--- config.mk ---
export PLATFORM = sky130hd
export DESIGN_NAME = regbank_write_arbiter
export DESIGN_NICKNAME = d
export VERILOG_FILES = /design/src/rtl/regbank_arb_pkg.sv /design/src/rtl/regbank_write_arbiter_rr_pick.sv /design/src/rtl/regbank_write_arbiter.sv
export SDC_FILE = /design/constraint.sdc
export NUM_CORES = 1
export LEC_CHECK = 0
export BUFFER_PORTS_ARGS = -buffer_cell sky130_fd_sc_hd__buf_2
export CORE_MARGIN = 2
export CORE_UTILIZATION = 40
export CTS_CLUSTER_DIAMETER = 200
export DETAILED_ROUTE_END_ITERATION = 10
export PLACE_DENSITY = 0.85
export SLEW_MARGIN = 15
export SYNTH_ARGS = -nofsm -noshare
export SYNTH_HDL_FRONTEND = slang
export SYNTH_SLANG_ARGS = --single-unit
--- constraint.sdc ---
create_clock -name clk -period 3.7 [get_ports clk]
set_clock_uncertainty 0.1 [all_clocks]
set_input_delay 0.185 -clock clk [delete_from_list [all_inputs] [get_ports clk]]
set_output_delay 0.185 -clock clk [all_outputs]
set_load 0.02 [all_outputs]
--- src/rtl/regbank_arb_pkg.sv ---
// Shared definitions for the register-bank write arbiter: FSM state
// encoding, the gap-counter limit and a constant-foldable clog2 helper.
package regbank_arb_pkg;

    typedef enum logic [1:0] {
        IDLE  = 2'd0,
        ISSUE = 2'd1,
        GAP   = 2'd2
    } arb_state_e;

    // Largest idle gap that can be forced after a write.
    localparam int MAX_GAP_CYCLES = 15;

    // Ceiling log2; returns 0 for values of 0 or 1.
    function automatic int clog2(input int value);
        int result;
        int rem;
        result = 0;
        rem    = value - 1;
        while (rem > 0) begin
            result++;
            rem = rem >> 1;
        end
        return result;
    endfunction

endpackage

--- src/rtl/regbank_write_arbiter_rr_pick.sv ---
// rr_pick: combinational round-robin picker. Given a request vector and
// the index of the last winner, returns a one-hot grant and its index for
// the first requester found searching ptr+1, ptr+2, ... with wrap-around.
module rr_pick
    import regbank_arb_pkg::*;
#(
    parameter int N  = 4,
    parameter int IW = clog2(N)
) (
    input  logic [N-1:0]  valid,
    input  logic [IW-1:0] ptr,
    output logic [N-1:0]  grant,
    output logic [IW-1:0] idx,
    output logic          found
);

    // Walk the requesters in rotating priority order, first valid one wins.
    always_comb begin
        logic [IW-1:0] cand;
        // NOTE: every output gets a default before the loop so no path
        // leaves a value unassigned, which would infer a latch.
        grant = '0;
        idx   = '0;
        found = 1'b0;
        cand  = '0;
        for (int off = 1; off <= N; off++) begin
            cand = IW'((int'(ptr) + off) % N);
            if (!found && valid[cand]) begin
                found       = 1'b1;
                grant[cand] = 1'b1;
                idx         = cand;
            end
        end
    end

endmodule

--- src/rtl/regbank_write_arbiter.sv ---
// regbank_write_arbiter: shares the single write port of a register bank
// between NUM_REQ requesters. Round-robin grant in IDLE, one-cycle ISSUE
// driving a one-hot wr_en plus wr_data, then GAP_CYCLES forced idle cycles.
// Optional feature macro: REGBANK_ZERO_PROTECT_EN makes address 0 a
// hardwired-zero register; writes to it are dropped and flagged sticky on
// err_zero_wr. Without the macro address 0 is ordinary and err_zero_wr = 0.
module regbank_write_arbiter
    import regbank_arb_pkg::*;
#(
    parameter int NUM_REQ    = 4,
    parameter int NUM_REGS   = 8,
    parameter int DATA_W     = 32,
    parameter int ADDR_W     = 3,
    parameter int GAP_CYCLES = 0
) (
    input  logic                        clk,
    input  logic                        rst_n,
    input  logic [NUM_REQ-1:0]          req_valid,
    input  logic [NUM_REQ*ADDR_W-1:0]   req_addr,
    input  logic [NUM_REQ*DATA_W-1:0]   req_data,
    output logic [NUM_REQ-1:0]          req_ready,
    output logic [NUM_REGS-1:0]         wr_en,
    output logic [DATA_W-1:0]           wr_data,
    output logic [clog2(NUM_REQ)-1:0]   grant_id,
    output logic                        busy,
    output logic                        err_zero_wr
);

    localparam int ID_W     = clog2(NUM_REQ);
    localparam int GAP_W    = clog2(MAX_GAP_CYCLES + 1);
    localparam int GAP_LOAD = (GAP_CYCLES > 0) ? GAP_CYCLES - 1 : 0;

`ifdef REGBANK_ZERO_PROTECT_EN
    localparam bit ZERO_PROTECT = 1'b1;
`else
    localparam bit ZERO_PROTECT = 1'b0;
`endif

    if (NUM_REQ < 2 || NUM_REQ > 8 || NUM_REGS < 2 || NUM_REGS > 32 ||
        GAP_CYCLES < 0 || GAP_CYCLES > MAX_GAP_CYCLES ||
        (1 << ADDR_W) < NUM_REGS) begin : g_bad_params
        $error("regbank_write_arbiter: illegal parameter combination");
    end

    arb_state_e          state;
    logic [ID_W-1:0]     ptr;
    logic [GAP_W-1:0]    gap_cnt;
    logic                err_q;

    logic [NUM_REQ-1:0]  pick_grant;
    logic [ID_W-1:0]     pick_idx;
    logic                pick_found;

    logic [ADDR_W-1:0]   sel_addr;
    logic [DATA_W-1:0]   sel_data;
    logic [NUM_REGS-1:0] wr_en_next;
    logic                zero_hit;

    rr_pick #(
        .N  (NUM_REQ),
        .IW (ID_W)
    ) u_rr_pick (
        .valid (req_valid),
        .ptr   (ptr),
        .grant (pick_grant),
        .idx   (pick_idx),
        .found (pick_found)
    );

    // Route the winning requester's address and data.
    always_comb begin
        sel_addr = '0;
        sel_data = '0;
        for (int i = 0; i < NUM_REQ; i++) begin
            if (pick_grant[i]) begin
                sel_addr = req_addr[i*ADDR_W +: ADDR_W];
                sel_data = req_data[i*DATA_W +: DATA_W];
            end
        end
    end

    // Decode the winner's address; out-of-range (and protected zero) give no enable.
    always_comb begin
        wr_en_next = '0;
        for (int r = 0; r < NUM_REGS; r++) begin
            wr_en_next[r] = (sel_addr == ADDR_W'(r));
        end
        zero_hit = (sel_addr == '0);
        if (ZERO_PROTECT) begin
            wr_en_next[0] = 1'b0;
        end
    end

    assign req_ready   = (state == IDLE) ? pick_grant : '0;
    assign busy        = (state != IDLE);
    assign err_zero_wr = ZERO_PROTECT ? err_q : 1'b0;

    // Arbiter FSM with registered write-port outputs.
    always_ff @(posedge clk or negedge rst_n) begin
        // NOTE: sequential state uses non-blocking assignments so every
        // register samples pre-edge values regardless of statement order.
        if (!rst_n) begin
            state    <= IDLE;
            ptr      <= ID_W'(NUM_REQ - 1);
            gap_cnt  <= '0;
            wr_en    <= '0;
            wr_data  <= '0;
            grant_id <= '0;
            err_q    <= 1'b0;
        end else begin
            wr_en <= '0;
            unique case (state)
                IDLE: begin
                    if (pick_found) begin
                        wr_en    <= wr_en_next;
                        if (|wr_en_next) begin
                            wr_data <= sel_data;
                        end
                        grant_id <= pick_idx;
                        ptr      <= pick_idx;
                        state    <= ISSUE;
                        if (ZERO_PROTECT && zero_hit) begin
                            err_q <= 1'b1;
                        end
                    end
                end
                ISSUE: begin
                    if (GAP_CYCLES > 0) begin
                        gap_cnt <= GAP_W'(GAP_LOAD);
                        state   <= GAP;
                    end else begin
                        state <= IDLE;
                    end
                end
                GAP: begin
                    if (gap_cnt == '0) begin
                        state <= IDLE;
                    end else begin
                        gap_cnt <= gap_cnt - 1'b1;
                    end
                end
                default: state <= IDLE;
            endcase
        end
    end

endmodule

==> metrics.txt, run 1 <==
status completed; reg2reg start ptr[0]$_DFFE_PN1P_; leading area contributor after synthesis dfrtp_1; Port Buffers between 150 and 200; root buffer cell clkbuf_8; Finish-stage setup viols 0; worst hold slack roughly 88 ps; CTS buffer count 5; Slew Viols, Final 0; die area 9125 um^2; FF-to-FF End wr_en[3]$_DFF_PN0_; # rows 33; most frequent cells in the layout 192 x buf_2, 70 x a21oi_1, 45 x nor2_1; share of power burned in registers 0.173; vias in the first global route between 3000 and 4000; post-DR wirelength/cell 16.30 um; ANT cells 0; Area Overhead vs Synth 36.74%; most common cell after layout, fill and taps aside buf_2; Die Y roughly 96 um; R2R setup slack 230 ps; Netlist cell types 51; flops & latches, synth 45; initial DRC count 279; Clock Power Share 0.065; antenna violations before repair 0; Worst Hold Path Cells 3; LEAKAGE between 0.002 and 0.0025 uW; Post-Route WL around 12000 um; Starting Density 0.4099; WHS Endpoint wr_data[1]$_DFFE_PN0P_; clock tree buffer depth 2; post-route ant nets 0; number of placed I/O pins 194; critical path class reg -> reg; RSZ-0062 raised after global routing no; Max Clk Rate roughly 290 MHz; startpoint types flop; GRT overflow 0; area fraction of the dominant cell type after synthesis 0.3211; instance area after placement approximately 4500 um^2; largest net degree at the start of global routing 46; H-tree levels 2; Layout fillers between 700 and 800; post-layout util 0.5605; NetSw between 2000 and 3000 uW; Max-Cap Viols 0; CP endpoint kind flop; Cell Int Power roughly 2300 uW; area of the multi-input gates 1976 um^2; Worst-Skew Late Latency between 200 and 300 ps; share of layout cells above drive strength 1 0.3907; Post-synth ARST share 1.000; Syn Nets a little under 600; synthesis warning total 0; Worst VDD drop roughly 490 uV; r2r worst-path depth 10; Die Wd ~96 um; DP Wirelength roughly 8500 um; post-route cell area between 4000 and 5000 um^2; Most used DFF post-synth dfrtp_1; sequential fraction of the synthesis area 0.3368; setup bufs post-CTS 0; Vias around 4100; Sequential Area 1129 um^2; Slew headroom 0.2321; number of flops mapped to enable cells by yosys 0; fin crit share 0.9385; gpl congestion around 0.92; crit path time final about 3500 ps; Switching Fraction 0.5329; first-pass GRT wire length roughly 18000 um; pwr/cell area 1079 nW/um^2; TritonRoute pass-1 iters 4; clock sinks 45; # DRC 0; Post-Synthesis Cells between 400 and 500; TritonCTS clock tree done; GRT Total Usage 0.2443; WP data arrival 3580 ps; endpoints failing hold 0; min-delay src req_data[97]; DR vias/cell ~5.8; core region area about 8000 um^2; synth top area cells dfrtp_1 32%, a21oi_1 11%, o211ai_1 7.4%; cell area after synthesis ~3400 um^2; Reg clk slew, reported paths roughly 90 ps; Setup Total Neg Slack 0 ps; Hold WC Path Type in -> reg; WP data required between 3000 and 4000 ps; Nets 757; actual slew at the worst max-slew pin between 1000 and 1500 ps; combinational fraction of design power 0.763; Mean Syn Cell Area 7.884 um^2; CP max FO 19
## cells by family after synthesis
family	share of synthesized area
DFF	0.3368
AOI/OAI and AO/OA	0.3876
muxes	0.03697
and+or+nand+nor	0.1139
other	0.001119
buffers and inverters	0.09373
adders and majority gates	0.02987
## flip-flops by register name, summed over array words and instances (netlist names)
name and flops:
state 1, grant_id 2, ptr 2, wr_en 8, wr_data 32
## metal layers
metal,wire (um),track usage,up-vias
met2,5671,0.4283,234
li1,-,-,1921
met3,947,0.04032,26
met1,4676,0.3016,1913
met5,0,0,-
met4,264,0.08690,0
## per-stage QoR
stage	cells	setup WS, ps	power (uW)
after global routing	709	23.02	5339
final	709	227.6	4946
after floorplan	425	43.80	3418
after CTS	709	198.3	4921
after detailed placement	700	227.5	4586
after global placement	700	311.9	4470
## critical path: stages, from the launching register on
cell and delay [ps]:
dfstp_2 530, inv_1 100, ha_2 430, mux2_2 370, a221o_1 320, a32o_2 290
or2_1 220, buf_4 210, o311ai_1 370, a22oi_1 200, nor3_1 240
## worst max path at each step
stage                  startpoint            endpoint  cells past startpoint
3_5_place_dp   ptr[0]$_DFFE_PN1P_  wr_en[3]$_DFF_PN0_                     10
4_1_cts        ptr[0]$_DFFE_PN1P_  wr_en[3]$_DFF_PN0_                     10
2_1_floorplan  ptr[0]$_DFFE_PN1P_  wr_en[3]$_DFF_PN0_                     12
6_report       ptr[0]$_DFFE_PN1P_  wr_en[3]$_DFF_PN0_                     10
5_1_grt        ptr[0]$_DFFE_PN1P_  wr_en[3]$_DFF_PN0_                     10
3_3_place_gp   ptr[0]$_DFFE_PN1P_  wr_en[7]$_DFF_PN0_                      9
## cells in the mapped netlist, drive strengths merged (5+ instances only)
library cell and n:
a21oi 71, nor2 45, dfrtp 43, o21ai 43, inv 39, o211ai 33
o311ai 33, clkbuf 32, nor3 9, buf 8, ha 8, nand2 7
mux2 5, nor2b 5
## timing repair
item / 4_1_cts / 5_1_grt
endpoints found under the hold margin: 20 / 0
hold buffers: 1 / 0
endpoints found under the setup margin: 0 / 4
resized for setup: 0 / 1
## layout make-up
class,instances,area share
inverter,40,0.03277
timing repair buffer,211,0.2414
sequential,45,0.2463
tap,105,0.02867
clock buffer,8,0.01966
multi-input combinational,300,0.4312
## power groups by stage
stage	Combinational, uW	Sequential, uW	Clock (uW)
after CTS	3730	855	332
after global placement	3610	858	0
after global routing	4110	884	346
after detailed placement	3720	862	0
final	3770	855	319
after floorplan	2280	1140	0
Power figures use the tool's default switching activity.
==> inputs of run 2 (changes only) <==
--- a/config.mk
+++ b/config.mk
@@ -5,12 +5,13 @@
 export SDC_FILE = /design/constraint.sdc
 export NUM_CORES = 1
 export LEC_CHECK = 0
+export ABC_AREA = 1
 export BUFFER_PORTS_ARGS = -buffer_cell sky130_fd_sc_hd__buf_2
 export CORE_MARGIN = 2
-export CORE_UTILIZATION = 40
+export CORE_UTILIZATION = 41
 export CTS_CLUSTER_DIAMETER = 200
 export DETAILED_ROUTE_END_ITERATION = 10
-export PLACE_DENSITY = 0.85
+export PLACE_DENSITY = 0.86
 export SLEW_MARGIN = 15
 export SYNTH_ARGS = -nofsm -noshare
 export SYNTH_HDL_FRONTEND = slang
==> run 2 against run 1 <==
Net effect: count of clock-buffer cells in the layout fell by 3; register-to-register slack gained 430 ps; setup slack improved by 260 ps; highest routed layer unchanged.
==> metrics.txt, run 2 <==
status completed; post-route ant nets 0; Hold WC Path Type in -> reg; core region area between 8000 and 9000 um^2; clock sinks 45; TritonCTS clock tree done; Post-Synthesis Cells approximately 530; Max-Cap Viols 0; share of layout cells above drive strength 1 0.3343; top flop regs wr_data x32, wr_en x8; number of placed I/O pins 194; sequential fraction of the synthesis area 0.3276; top cells by count, synth 243 x nand2_1, 66 x a21oi_1, 48 x inv_1; WP data arrival just under 3000 ps; synth top area cells dfrtp_1 31%, nand2_1 26%, a21oi_1 9.6%; startpoint types flop; root buffer cell clkbuf_8; WP data required between 3000 and 4000 ps; post-route insts no fill 814; wire length on met2 ~5500 um; post-DR wirelength/cell approximately 14 um; fin crit share 0.8680; DR vias/cell between 4 and 5; TritonRoute pass-1 iters 4; critical path's most frequent cell nand2_1; area fraction of the dominant cell type after synthesis 0.3124; GRT Total Usage 0.2266; Slew headroom 0.3181; crit-path cells inv_2 -> ha_1 -> inv_1 -> nand3_1 -> nand2_1 -> nor3_2 -> nand2_1 -> nand3_2 -> buf_4 -> nand2_1 -> inv_1 -> buf_2; Starting Density 0.4213; Top Metal Used met4; die area approximately 9200 um^2; WP buf/inv 5; crit path time final ~3200 ps; cell area after synthesis 3445 um^2; leading area contributor after synthesis dfrtp_1; vias in the first global route 3607; most frequent cell after synthesis nand2_1; Port Buffers roughly 190; endpoints failing hold 0; Area Overhead vs Synth 32.55%; GRT overflow 0; Netlist cell types 33; Max Clk Rate 311.4 MHz; Most used DFF post-synth dfrtp_1; Die Wd between 90 and 100 um; Finish-stage setup viols 0; max reg flops 32; Slew Viols, Final 0; Nets between 800 and 900; antenna violations before repair 0; ANT cells 0; gpl congestion approximately 0.96; synthesis warning total 0; number of flops mapped to enable cells by yosys 0; Worst-Skew Late Latency around 290 ps; first-pass GRT wire length roughly 16000 um; most common cell after layout, fill and taps aside nand2_1; # rows 33; critical path class reg -> out; Die Y ~96 um; Routed met1 length ~4500 um; most frequent cells in the layout 243 x nand2_1, 192 x buf_2, 66 x a21oi_1; initial DRC count about 120; CP max stage delay about 650 ps; Setup Total Neg Slack 0 ps; Crit-path slowest cell dfstp_2; Syn Nets about 690; Mean Syn Cell Area ~6.5 um^2; Post-Route WL about 11000 um; CP max FO 38; DR WL met3 slightly below 900 um; RSZ-0062 raised after global routing no; CP endpoint kind output pin; Post-synth ARST share 1.000; Layout fillers between 800 and 900; placed cell count 806; # DRC 0; most flop-heavy register wr_data; Reg clk slew, reported paths 80 ps; clock tree buffer depth 2; Vias ~4000; largest net degree at the start of global routing 46; actual slew at the worst max-slew pin roughly 1000 ps; Crit path max-delay family buffers and inverters; flops & latches, synth 45; CTS buffer count 5; DP Wirelength around 8000 um; H-tree levels 2
[run 2: cells by family after synthesis]
logic type / count (synthesis) / share of synthesized area
compound gates: 115 / 0.2060
flops: 45 / 0.3276
fa+ha+maj: 8 / 0.02906
buf+inv: 83 / 0.1039
other cells: 1 / 0.001089
simple gates: 280 / 0.3324
[run 2: worst paths after layout]
path                                          from  slack (ps)  cells after the start                       to
min reg2reg                wr_data[26]$_DFFE_PN0P_         380                      2  wr_data[26]$_DFFE_PN0P_
max                             ptr[0]$_DFFE_PN1P_         490                     12             req_ready[3]
min                                  req_data[114]          40                      3  wr_data[18]$_DFFE_PN0P_
max in group asynchronous                    rst_n        2330                      2   wr_data[0]$_DFFE_PN0P_
max reg2reg                     ptr[0]$_DFFE_PN1P_         660                     15       wr_en[7]$_DFF_PN0_
min in group asynchronous                    rst_n         540                      2  wr_data[18]$_DFFE_PN0P_
[run 2: cell type report]
cell class / count / area [um^2] / share of cell area
Clock buffer: 5 / 68.82 / 0.01507
Clock inverter: 2 / 35.03 / 0.007673
Inverter: 52 / 195.2 / 0.04275
Multi-Input combinational cell: 404 / 1963 / 0.4300
Sequential cell: 45 / 1129 / 0.2472
Tap cell: 105 / 131.4 / 0.02877
Timing Repair Buffer: 201 / 1044 / 0.2286
[run 2: per-layer routing]
metal / GRT usage / vias up
met5: 0 / -
met1: 0.2587 / 1807
met2: 0.4254 / 182
met4: 0.07381 / 0
met3: 0.03715 / 22
li1: - / 2051
[run 2: worst register-to-register path, cell delays in order (launching register included)]
cell     delay [ps]
dfstp_2         650
inv_2           140
ha_1            360
inv_1           130
nand2_2         100
nand2_4         110
nor2_4           70
a21oi_2         140
nand3_2          90
inv_2           500
nand3_1         140
nand2_1         140
nand2_1          60
nand2_1          70
nand2_1          70
nor2_1          100
[run 2: metrics by stage]
step	cell area (um^2)	util	hold WS [ps]	worst slack, ps
global route	4566	0.5585	40.00	298.7
detailed placement	4452	0.5445	315.4	703.4
global placement	4452	0.5445	288.9	804.7
CTS	4566	0.5585	33.12	527.2
finish	4566	0.5585	40.89	488.4
floorplan	3445	-	-210.6	1201
[run 2: timing repair]
item	CTS	global route
setup buffers	0	0
gates resized for setup	0	0
hold buffers	1	0
endpoints found under the hold margin	43	0
Power of run 2 is not shown: default switching activity piles up to over one toggle a cycle in this logic, so the estimate is an artifact.
